`src/rtl/mem_arbiter.sv`:
```
// Two-master (I-side, D-side) to one shared memory port arbiter.
// Round-robin grant, latched request, per-transaction ack timeout.
`timescale 1ns/1ps
module mem_arbiter #(
    parameter int              DATA_W   = 32,
    parameter int              ADDR_W   = 32,
    parameter int              TIMEOUT  = 64,
    parameter logic [DATA_W-1:0] ERR_DATA = 32'hDEADBEEF
) (
    input  logic              clock,
    input  logic              reset,
    input  logic              IM_enable,
    input  logic              IM_read,
    input  logic              IM_write,
    input  logic [ADDR_W-1:0] IM_address,
    output logic [DATA_W-1:0] IM_out,
    output logic              IM_ready,
    input  logic              DM_enable,
    input  logic              DM_read,
    input  logic              DM_write,
    input  logic [ADDR_W-1:0] DM_address,
    input  logic [DATA_W-1:0] DM_in,
    output logic [DATA_W-1:0] DM_out,
    output logic              DM_ready,
    output logic              MEM_enable,
    output logic              MEM_read,
    output logic              MEM_write,
    output logic [ADDR_W-1:0] MEM_address,
    output logic [DATA_W-1:0] MEM_in,
    input  logic [DATA_W-1:0] MEM_out,
    input  logic              MEM_ack,
    output logic              timeout_err
);

    localparam int CNT_W = $clog2(TIMEOUT + 1);

    typedef enum logic [1:0] {
        S_IDLE = 2'd0,
        S_BUSY = 2'd1,
        S_DONE = 2'd2
    } state_t;

    state_t              state_q;
    logic                last_dm_q;
    logic                owner_dm_q;
    logic                op_wr_q;
    logic                mem_enable_q;
    logic [ADDR_W-1:0]   addr_q;
    logic [DATA_W-1:0]   wdata_q;
    logic [DATA_W-1:0]   im_out_q;
    logic [DATA_W-1:0]   dm_out_q;
    logic                im_ready_q;
    logic                dm_ready_q;
    logic                timeout_err_q;
    logic [CNT_W-1:0]    cnt_q;
    logic [CNT_W-1:0]    cnt_d;
    logic                grant_im;
    logic                grant_dm;
    logic                hit_timeout;

    // On a tie the side that did not win last time is granted.
    assign grant_dm = DM_enable & (~IM_enable | ~last_dm_q);
    assign grant_im = IM_enable & (~DM_enable |  last_dm_q);

    assign cnt_d       = (cnt_q == CNT_W'(TIMEOUT)) ? cnt_q : cnt_q + CNT_W'(1);
    assign hit_timeout = (cnt_d == CNT_W'(TIMEOUT));

    always_ff @(posedge clock or negedge reset) begin
        if (!reset) begin
            state_q       <= S_IDLE;
            last_dm_q     <= 1'b0;
            owner_dm_q    <= 1'b0;
            op_wr_q       <= 1'b0;
            mem_enable_q  <= 1'b0;
            addr_q        <= '0;
            wdata_q       <= '0;
            im_out_q      <= '0;
            dm_out_q      <= '0;
            im_ready_q    <= 1'b0;
            dm_ready_q    <= 1'b0;
            timeout_err_q <= 1'b0;
            cnt_q         <= '0;
        end else begin
            im_ready_q    <= 1'b0;
            dm_ready_q    <= 1'b0;
            timeout_err_q <= 1'b0;
            case (state_q)
                S_IDLE: begin
                    if (grant_im || grant_dm) begin
                        owner_dm_q   <= grant_dm;
                        last_dm_q    <= grant_dm;
                        addr_q       <= grant_dm ? DM_address : IM_address;
                        wdata_q      <= grant_dm ? DM_in : '0;
                        // Read wins when both read and write are set; neither means read.
                        op_wr_q      <= grant_dm ? (DM_write & ~DM_read)
                                                 : (IM_write & ~IM_read);
                        cnt_q        <= '0;
                        mem_enable_q <= 1'b1;
                        state_q      <= S_BUSY;
                    end
                end
                S_BUSY: begin
                    if (MEM_ack || hit_timeout) begin
                        if (owner_dm_q) begin
                            dm_out_q   <= MEM_ack ? MEM_out : ERR_DATA;
                            dm_ready_q <= 1'b1;
                        end else begin
                            im_out_q   <= MEM_ack ? MEM_out : ERR_DATA;
                            im_ready_q <= 1'b1;
                        end
                        timeout_err_q <= ~MEM_ack;
                        mem_enable_q  <= 1'b0;
                        state_q       <= S_DONE;
                    end else begin
                        cnt_q <= cnt_d;
                    end
                end
                S_DONE: begin
                    state_q <= S_IDLE;
                end
                default: begin
                    mem_enable_q <= 1'b0;
                    state_q      <= S_IDLE;
                end
            endcase
        end
    end

    assign MEM_enable  = mem_enable_q;
    assign MEM_read    = mem_enable_q & ~op_wr_q;
    assign MEM_write   = mem_enable_q &  op_wr_q;
    assign MEM_address = addr_q;
    assign MEM_in      = wdata_q;
    assign IM_out      = im_out_q;
    assign DM_out      = dm_out_q;
    assign IM_ready    = im_ready_q;
    assign DM_ready    = dm_ready_q;
    assign timeout_err = timeout_err_q;

endmodule

```
`config.mk`:
```
export PLATFORM = sky130hd
export DESIGN_NAME = mem_arbiter
export DESIGN_NICKNAME = d
export VERILOG_FILES = /design/src/rtl/mem_arbiter.sv
export SDC_FILE = /design/constraint.sdc
export NUM_CORES = 1
export LEC_CHECK = 0
export CAP_MARGIN = 20
export CORE_ASPECT_RATIO = 0.9
export CORE_MARGIN = 10
export CORE_UTILIZATION = 41
export DETAILED_ROUTE_END_ITERATION = 8
export PLACE_DENSITY = 0.84
export SYNTH_ARGS = -nofsm -noshare
export SYNTH_HDL_FRONTEND = slang
export SYNTH_SLANG_ARGS = --single-unit
export TNS_END_PERCENT = 30
```
`constraint.sdc`:
```
create_clock -name clock -period 2.76 [get_ports clock]
set_clock_uncertainty 0.2 [all_clocks]
set_input_delay 0.69 -clock clock [delete_from_list [all_inputs] [get_ports clock]]
set_output_delay 0.69 -clock clock [all_outputs]
set_load 0.02 [all_outputs]
```
Word level (Yosys, flattened, before mapping)
Index checks and enable logic that the tools add are counted.
{ "op_classes": {"addsub": 1, "eq_ne": 7, "muxes": 22, "bitwise_logic": 16, "reduce_logical": 10} }
{ "op_table": {"columns": ["op", "count"], "rows": [
  ["$mux 32", 3],
  ["$mux 7", 3],
  ["$eq 7x7->1 const B", 2],
  ["$pmux 7 s2", 1],
  ["$reduce_and 3->1", 4],
  ["$mux 1", 11],
  ["$not 1->1", 8],
  ["$add 7x1->7 const B", 1],
  ["$and 1x1->1", 6],
  ["$ne 2x2->1 const B", 3],
  ["$mux 2", 2],
  ["$pmux 2 s2", 1],
  ["$reduce_and 2->1", 2],
  ["$pmux 1 s3", 1],
  ["$eq 2x1->1 const B", 1],
  ["$eq 2x2->1 const B", 1],
  ["$logic_not 2->1", 1],
  ["$logic_or 1x1->1", 2],
  ["$or 1x1->1", 2],
  ["$reduce_bool 2->1", 1]
]} }
{ "word_totals": {"register_bits": 143, "inputBits": 137, "out_inout_bits": 134, "elab_cells": 68} }

Depth between registers and ports, before layout
Gate-level depths: netlist of the first run.
{ "logic_depth": {"depth_word": 6, "mapped_depth": 11, "depth_no_buf": 9} }

Least setup slack after synthesis of the first run
OpenSTA, ideal clock, no wires.
{ "synth_path": {"path_kind": "flip-flop to flip-flop", "start": "register cnt_q[0]", "end": "register dm_out_q[10], in the netlist DM_out[10]", "setup_ps": 121, "arrival_ps": 2170, "t_required_ps": 2439, "path_slack_ps": 268, "stages_incl_launch_ff": 12, "path_buffers": 2, "period_less_slack_ps": 2492, "cell_sequence": "dfrtp_1 -> inv_1 -> ha_1 -> or4b_4 -> o21ai_2 -> o21bai_2 -> a31oi_4 -> or2_1 -> buf_6 -> inv_8 -> buf_12 -> o22a_1"} }
{ "synth_via": {"elab_chain_len": 5, "word_cells_on_any_way": 6, "classes_between": "add/sub: 1; eq/ne: 2; mux: 1; reduce/logical: 2"} }
{ "synth_rtl": {"columns": ["item", "line_no", "rtl"], "rows": [
  ["start, declared", "55", "logic [CNT_W-1:0] cnt_q;"],
  ["start signal, assigned", "115", "cnt_q <= cnt_d;"],
  ["$add 7x1->7 / $eq 7x7->1 (equally long branches)", "65", "assign cnt_d = (cnt_q == CNT_W'(TIMEOUT)) ? cnt_q : cnt_q + CNT_W'(1);"],
  ["$mux 7 *", "65", null],
  ["$eq 7x7->1 *", "66", "assign hit_timeout = (cnt_d == CNT_W'(TIMEOUT));"],
  ["$logic_or 1x1->1 *", "103", "if (MEM_ack || hit_timeout) begin"],
  ["$reduce_and 3->1 (no source line) *", null, null],
  ["end signal, assigned", "105", "dm_out_q <= MEM_ack ? MEM_out : ERR_DATA;"],
  ["end, declared", "51", "logic [DATA_W-1:0] dm_out_q;"]
]} }
Every way passes the cells marked *; elsewhere a longest branch is shown, timed or not.
A chain may end at the register's enable or synchronous reset.

Final worst setup path of the first run
{ "layout_path": {"start": "register cnt_q[0]", "end": "register im_out_q[14], in the netlist IM_out[14]"} }
{ "layout_via": {"elab_chain_len": 5, "word_cells_on_any_way": 6, "classes_between": "add/sub: 1; eq/ne: 2; mux: 1; reduce/logical: 2"} }
{ "layout_rtl": {"columns": ["item", "line_no", "rtl"], "rows": [
  ["$add 7x1->7 / $eq 7x7->1 (equally long branches)", "65", null],
  ["$mux 7 *", "65", null],
  ["$eq 7x7->1 *", "66", null],
  ["$logic_or 1x1->1 *", "103", null],
  ["$reduce_and 3->1 (no source line) *", null, null],
  ["end signal, assigned", "108", "im_out_q <= MEM_ack ? MEM_out : ERR_DATA;"],
  ["end, declared", "50", "logic [DATA_W-1:0] im_out_q;"]
]} }
Marked as above.

==> results.cfg, run 1 <==
[timing]
whs_ps = -2.27
final.setup.worst_slack_ps = 214
clock.fmax_ghz = 0.393
period_share_pct = 92.2
finalSetupTns_ps = 0
setup_viol = 0
period_needed_ps = 2550
hold_violations = 2
slew_headroom_pct = 68.5
rsz0062_at_grt = no
worst_pin_slew_ps = 473
report.final.slew_viol_count = 0

[detailed_routing]
drc = 0
drt-pass1-iter-count = 4
via_per_inst = 5.17
ant_nets = 0
drt-initial-drc-count = 222
wl_um = 19200
wl_per_cell_um = 20.7
dr_total_vias = 4788

[global_route]
grt_overflow = 0
grt_max_degree = 73
antenna_found_initial = 0
track_usage_pct = 19.8
grt_pass1_vias = 5291
grt_pass1_wl_um = 29600

[finish]
drive_gt1_share_pct = 8.14
final_common_cell = clkdlybuf4s50_1
diodes = 0
final_cell_area_sq_mm = 0.00929
fillCellCount = 987
nNetsFinal = 863
final_cell_mix = clkdlybuf4s50_1, dfrtp_1, a22o_1, o22a_1, nand2_1
areaGrowthSynthToFinish_pct = 61.6
final_util_pct = 68.5
instances_no_fill = 926

[critical_path]
cp.arrival_ps = 2650
critical_path_required_ps = 2860
startpoint = cnt_q[0]$_DFFE_PN0P_
worstSetupPathType = flop to flop
rrSetupSlack_ps = 210
endpoint = IM_out[14]$_DFFE_PN0P_
r2r_start = cnt_q[0]$_DFFE_PN0P_
cp-start-kind = flop
crit_fanout = 6
reg2reg_depth = 9
worstSetupEndpointType = flop
worstReg2RegEnd = IM_out[14]$_DFFE_PN0P_

[clock_network]
clockBufferDepth = 2
tritoncts = built
cts_resized = 0
cts-root-buf = clkbuf_16
cts-htree-levels = 4
path_clk_slew_ps = 60
cts_hold_buffers = 0
clk_latency_ps = 420
cts_setup_buffers = 0
cts_buffers = 17
cts.sinks = 143

[synth]
synth_flop_cell = dfrtp_1
synthCells = 455
ys_top_cells_by_area = dfrtp_1, a22o_1, o22a_1, mux2i_1, o21ai_0
synth_nets = 594
synth_area_per_cell_sq_um = 12.6
seq_area_frac_synth_pct = 62.2
yosysTopAreaCellShare_pct = 62.2
synth_edf_count = 0
syn_area_sq_mm = 0.00575
ys_async_sr_fraction_pct = 100
ys_types = 43
ys_warn_count = 0
synth_seq_cells = 143
synth_top_area_cell = dfrtp_1

[floorplan]
start_util_pct = 42.4
ios = 271
dieArea_sq_mm = 0.0192
die_y_um = 132
core_sq_mm = 0.0136
die_w_um = 145
row_count = 40

[pwr]
p_total_mw = 11.6
powerDensity_mw_per_mm2 = 1250
leakagePower_nw = 3.93
peakVddDrop_uv = 719

[run]
cap_violations = 0

[place]
gp_congestion = 0.841
place_ws_ps = 92.2
placed_cell_area_sq_mm = 0.00868
port_buffers = 270
dp_cells = 894
dp_hpwl_um = 14900

[run_status]
status = complete, but fails checks
violations = negative hold slack

[worst_hold_path]
min_path_type = input port to async pin
[cell usage after synthesis, drive strengths merged (2+ instances only)]
cell type	number
dfrtp	143
a22o	48
o22a	48
nand2	41
o21ai	38
mux2i	32
clkbuf	22
nor2	13
buf	12
a31oi	8
inv	6
a21oi	5
nand3	5
and2	4
nand2b	3
nor3	3
or2	3
and3	2
ha	2
nand3b	2
nor2b	2
xnor2	2
[sequential cells by signal (all words and copies together) (netlist names), 2 cells and up]
signal       cells
state_q          2
DM_out          32
cnt_q            7
IM_out          32
MEM_in          32
MEM_address     32
[logic make-up after synthesis]
kind of cell	share of synthesized area [%]
flip-flops	62.2
buffers and inverters	4.05
AND/OR/NAND/NOR	6.70
AO/OA/AOI/OAI	20.5
XOR/XNOR	0.457
multiplexers	5.57
adder cells (fa/ha/maj)	0.435
[worst max-delay path, stage by stage (launching register included)]
cell	delay, ps
dfrtp_1	350
buf_4	150
ha_1	250
nand2_1	100
xor2_1	170
o32ai_2	350
a31oi_4	170
nand2b_2	280
buf_4	180
a22o_1	230
[power by group]
group | switching, mW | leakage, nW | internal [mW] | total (mW)
logic | 2.84 | 1.90 | 2.74 | 5.57
clock network | 0.917 | 0.287 | 1.39 | 2.31
registers | 0.627 | 1.74 | 3.09 | 3.72
[worst min-delay path by stage]
stage	start	end	slack, ps
floorplan	reset	DM_out[0]$_DFFE_PN0P_	190
global placement	MEM_address[9]$_DFFE_PN0P_	MEM_address[9]$_DFFE_PN0P_	260
detailed placement	MEM_address[28]$_DFFE_PN0P_	MEM_address[28]$_DFFE_PN0P_	270
CTS	reset	MEM_address[7]$_DFFE_PN0P_	10
global route	reset	MEM_address[14]$_DFFE_PN0P_	30
finish	reset	IM_out[23]$_DFFE_PN0P_	-2
[final cells by class]
cell class / count / area, sq um / area share, %
flip-flops and latches: 143 / 3580 / 38.5
repair buffers: 284 / 2870 / 30.9
multi-input cells: 272 / 1970 / 21.2
clock buffers: 19 / 453 / 4.88
well taps: 189 / 236 / 2.55
clock inverters: 13 / 153 / 1.64
inverters: 6 / 32.5 / 0.350
[metal layers]
metal | vias up | part of all wire [%] | GRT usage [%]
li1 | 2210 | - | -
met1 | 2356 | 37 | 21.3
met2 | 196 | 52 | 34.9
met3 | 26 | 8.4 | 6.92
met4 | 0 | 1.8 | 6.85
met5 | - | 0 | 0
No activity file was read; power rests on OpenSTA's default activity.
==> inputs of run 2 (changes only) <==
SKIP_LAST_GASP = 1   (was not set)
==> run 2 against run 1 <==
The flow still finishes with violations (negative hold slack). Via count fell by 0.21%. Setup slack worse by 97 ps. Sequential cell count did not move. Core utilization about the same. Clock-buffer cell count unchanged. Die area did not move. Highest routed layer unchanged.
==> results.cfg, run 2 (synthesis results as in run 1) <==
[run_status]
status = complete, but fails checks
violations = negative hold slack

[detailed_routing]
via_per_inst = 5.16
drc = 0
wl_per_cell_um = 20.6
met3WireLength_um = 1590
drt-initial-drc-count = 190
drt-pass1-iter-count = 4
met2_length_um = 10000
ant_nets = 0
wl_um = 19100
highest_layer = met4
dr_total_vias = 4778
wl_met1_um = 7160

[timing]
clock.fmax_ghz = 0.378
hold_violations = 1
period_share_pct = 95.8
slew_headroom_pct = 68.5
report.final.slew_viol_count = 0
worst_pin_slew_ps = 472
rsz0062_at_grt = yes
whs_ps = -1.45
period_needed_ps = 2640
setup_viol = 0

[critical_path]
worstSetupPathType = flop to flop
cp.arrival_ps = 2750
cp.buffers_inverters = 2
crit_fanout = 25
cp_top_family = simple AND/OR/NAND/NOR gates
cp_cell_sequence = inv_1 > ha_1 > or4b_4 > o21ai_2 > o21bai_2 > a31oi_4 > nand2b_1 > inv_4 > o22a_1
critical_path_required_ps = 2860
worstSetupEndpointType = flop
cp_slowest_cell = or4b_4
slowest_delay_ps = 480
cp-start-kind = flop

[floorplan]
ios = 271
die_y_um = 132
start_util_pct = 42.4
die_w_um = 145
core_sq_mm = 0.0136
row_count = 40
dieArea_sq_mm = 0.0192

[global_route]
grt_pass1_vias = 5291
grt_max_degree = 73
grt_pass1_wl_um = 29600
grt_overflow = 0
track_usage_pct = 19.8
antenna_found_initial = 0

[clock_network]
cts_buffers = 17
cts-htree-levels = 4
cts_resized = 0
clk_latency_ps = 420
cts_hold_buffers = 0
path_clk_slew_ps = 60
cts_setup_buffers = 0
tritoncts = built
cts-root-buf = clkbuf_16
clockBufferDepth = 2
cts.sinks = 143

[pwr]
leakagePower_nw = 3.93
peakVddDrop_uv = 717
p_total_mw = 11.6
powerDensity_mw_per_mm2 = 1250

[run]
cap_violations = 0

[finish]
instances_no_fill = 926
final_common_cell = clkdlybuf4s50_1
drive_gt1_share_pct = 8.01
final_util_pct = 68.5
diodes = 0
nNetsFinal = 863
final_cell_mix = clkdlybuf4s50_1, dfrtp_1, a22o_1, o22a_1, nand2_1
areaGrowthSynthToFinish_pct = 61.5
fillCellCount = 988

[place]
port_buffers = 270
dp_cells = 894
dp_hpwl_um = 14900
gp_congestion = 0.841

[worst_hold_path]
min_path_type = input port to async pin
run 2: per-layer routing:
layer / vias up / track usage (%)
met5: - / 0
met4: 0 / 6.85
met3: 24 / 6.92
met2: 191 / 34.9
met1: 2350 / 21.3
li1: 2213 / -
run 2: final cells by class:
type | instances | area (sq um) | share of cell area, %
flip-flops and latches | 143 | 3580 | 38.5
repair buffers | 284 | 2870 | 30.9
clock buffers | 19 | 453 | 4.88
well taps | 189 | 236 | 2.55
clock inverters | 13 | 153 | 1.64
inverters | 6 | 32.5 | 0.350
multi-input cells | 272 | 1960 | 21.1
run 2: path summary, 6_finish.rpt:
kind,slack [ps],to,cells after the start,startpoint
setup / recovery,120,IM_out[23]$_DFFE_PN0P_,9,cnt_q[1]$_DFFE_PN0P_
hold / removal,-1,IM_out[23]$_DFFE_PN0P_,1,reset
setup reg to reg,120,IM_out[23]$_DFFE_PN0P_,9,cnt_q[1]$_DFFE_PN0P_
hold reg to reg,280,MEM_address[28]$_DFFE_PN0P_,2,MEM_address[28]$_DFFE_PN0P_
max in group asynchronous,1680,MEM_in[29]$_DFFE_PN0P_,2,reset
min in group clock,280,MEM_address[28]$_DFFE_PN0P_,2,MEM_address[28]$_DFFE_PN0P_
run 2: per-stage QoR:
step	hold slack, ps	worst slack, ps	area, sq um	TNS [ps]
after global routing	26.8	-56.5	9290	-881
after floorplan	194	268	5750	0
final	-1.45	117	9290	0
after global placement	263	168	8680	0
after detailed placement	270	92.2	8680	0
after CTS	12.0	75.7	9290	0
run 2: report_power, final:
part	internal, mW	switching [mW]
clock network	1.39	0.916
registers	3.09	0.625
logic	2.73	2.83
total	7.22	4.37
run 2: worst reg2reg max path: stages (launching register included):
cell,delay [ps]
dfrtp_1,410
inv_1,90
ha_1,130
or4b_4,480
o21ai_2,140
o21bai_2,110
a31oi_4,240
nand2b_1,300
inv_4,180
o22a_1,260
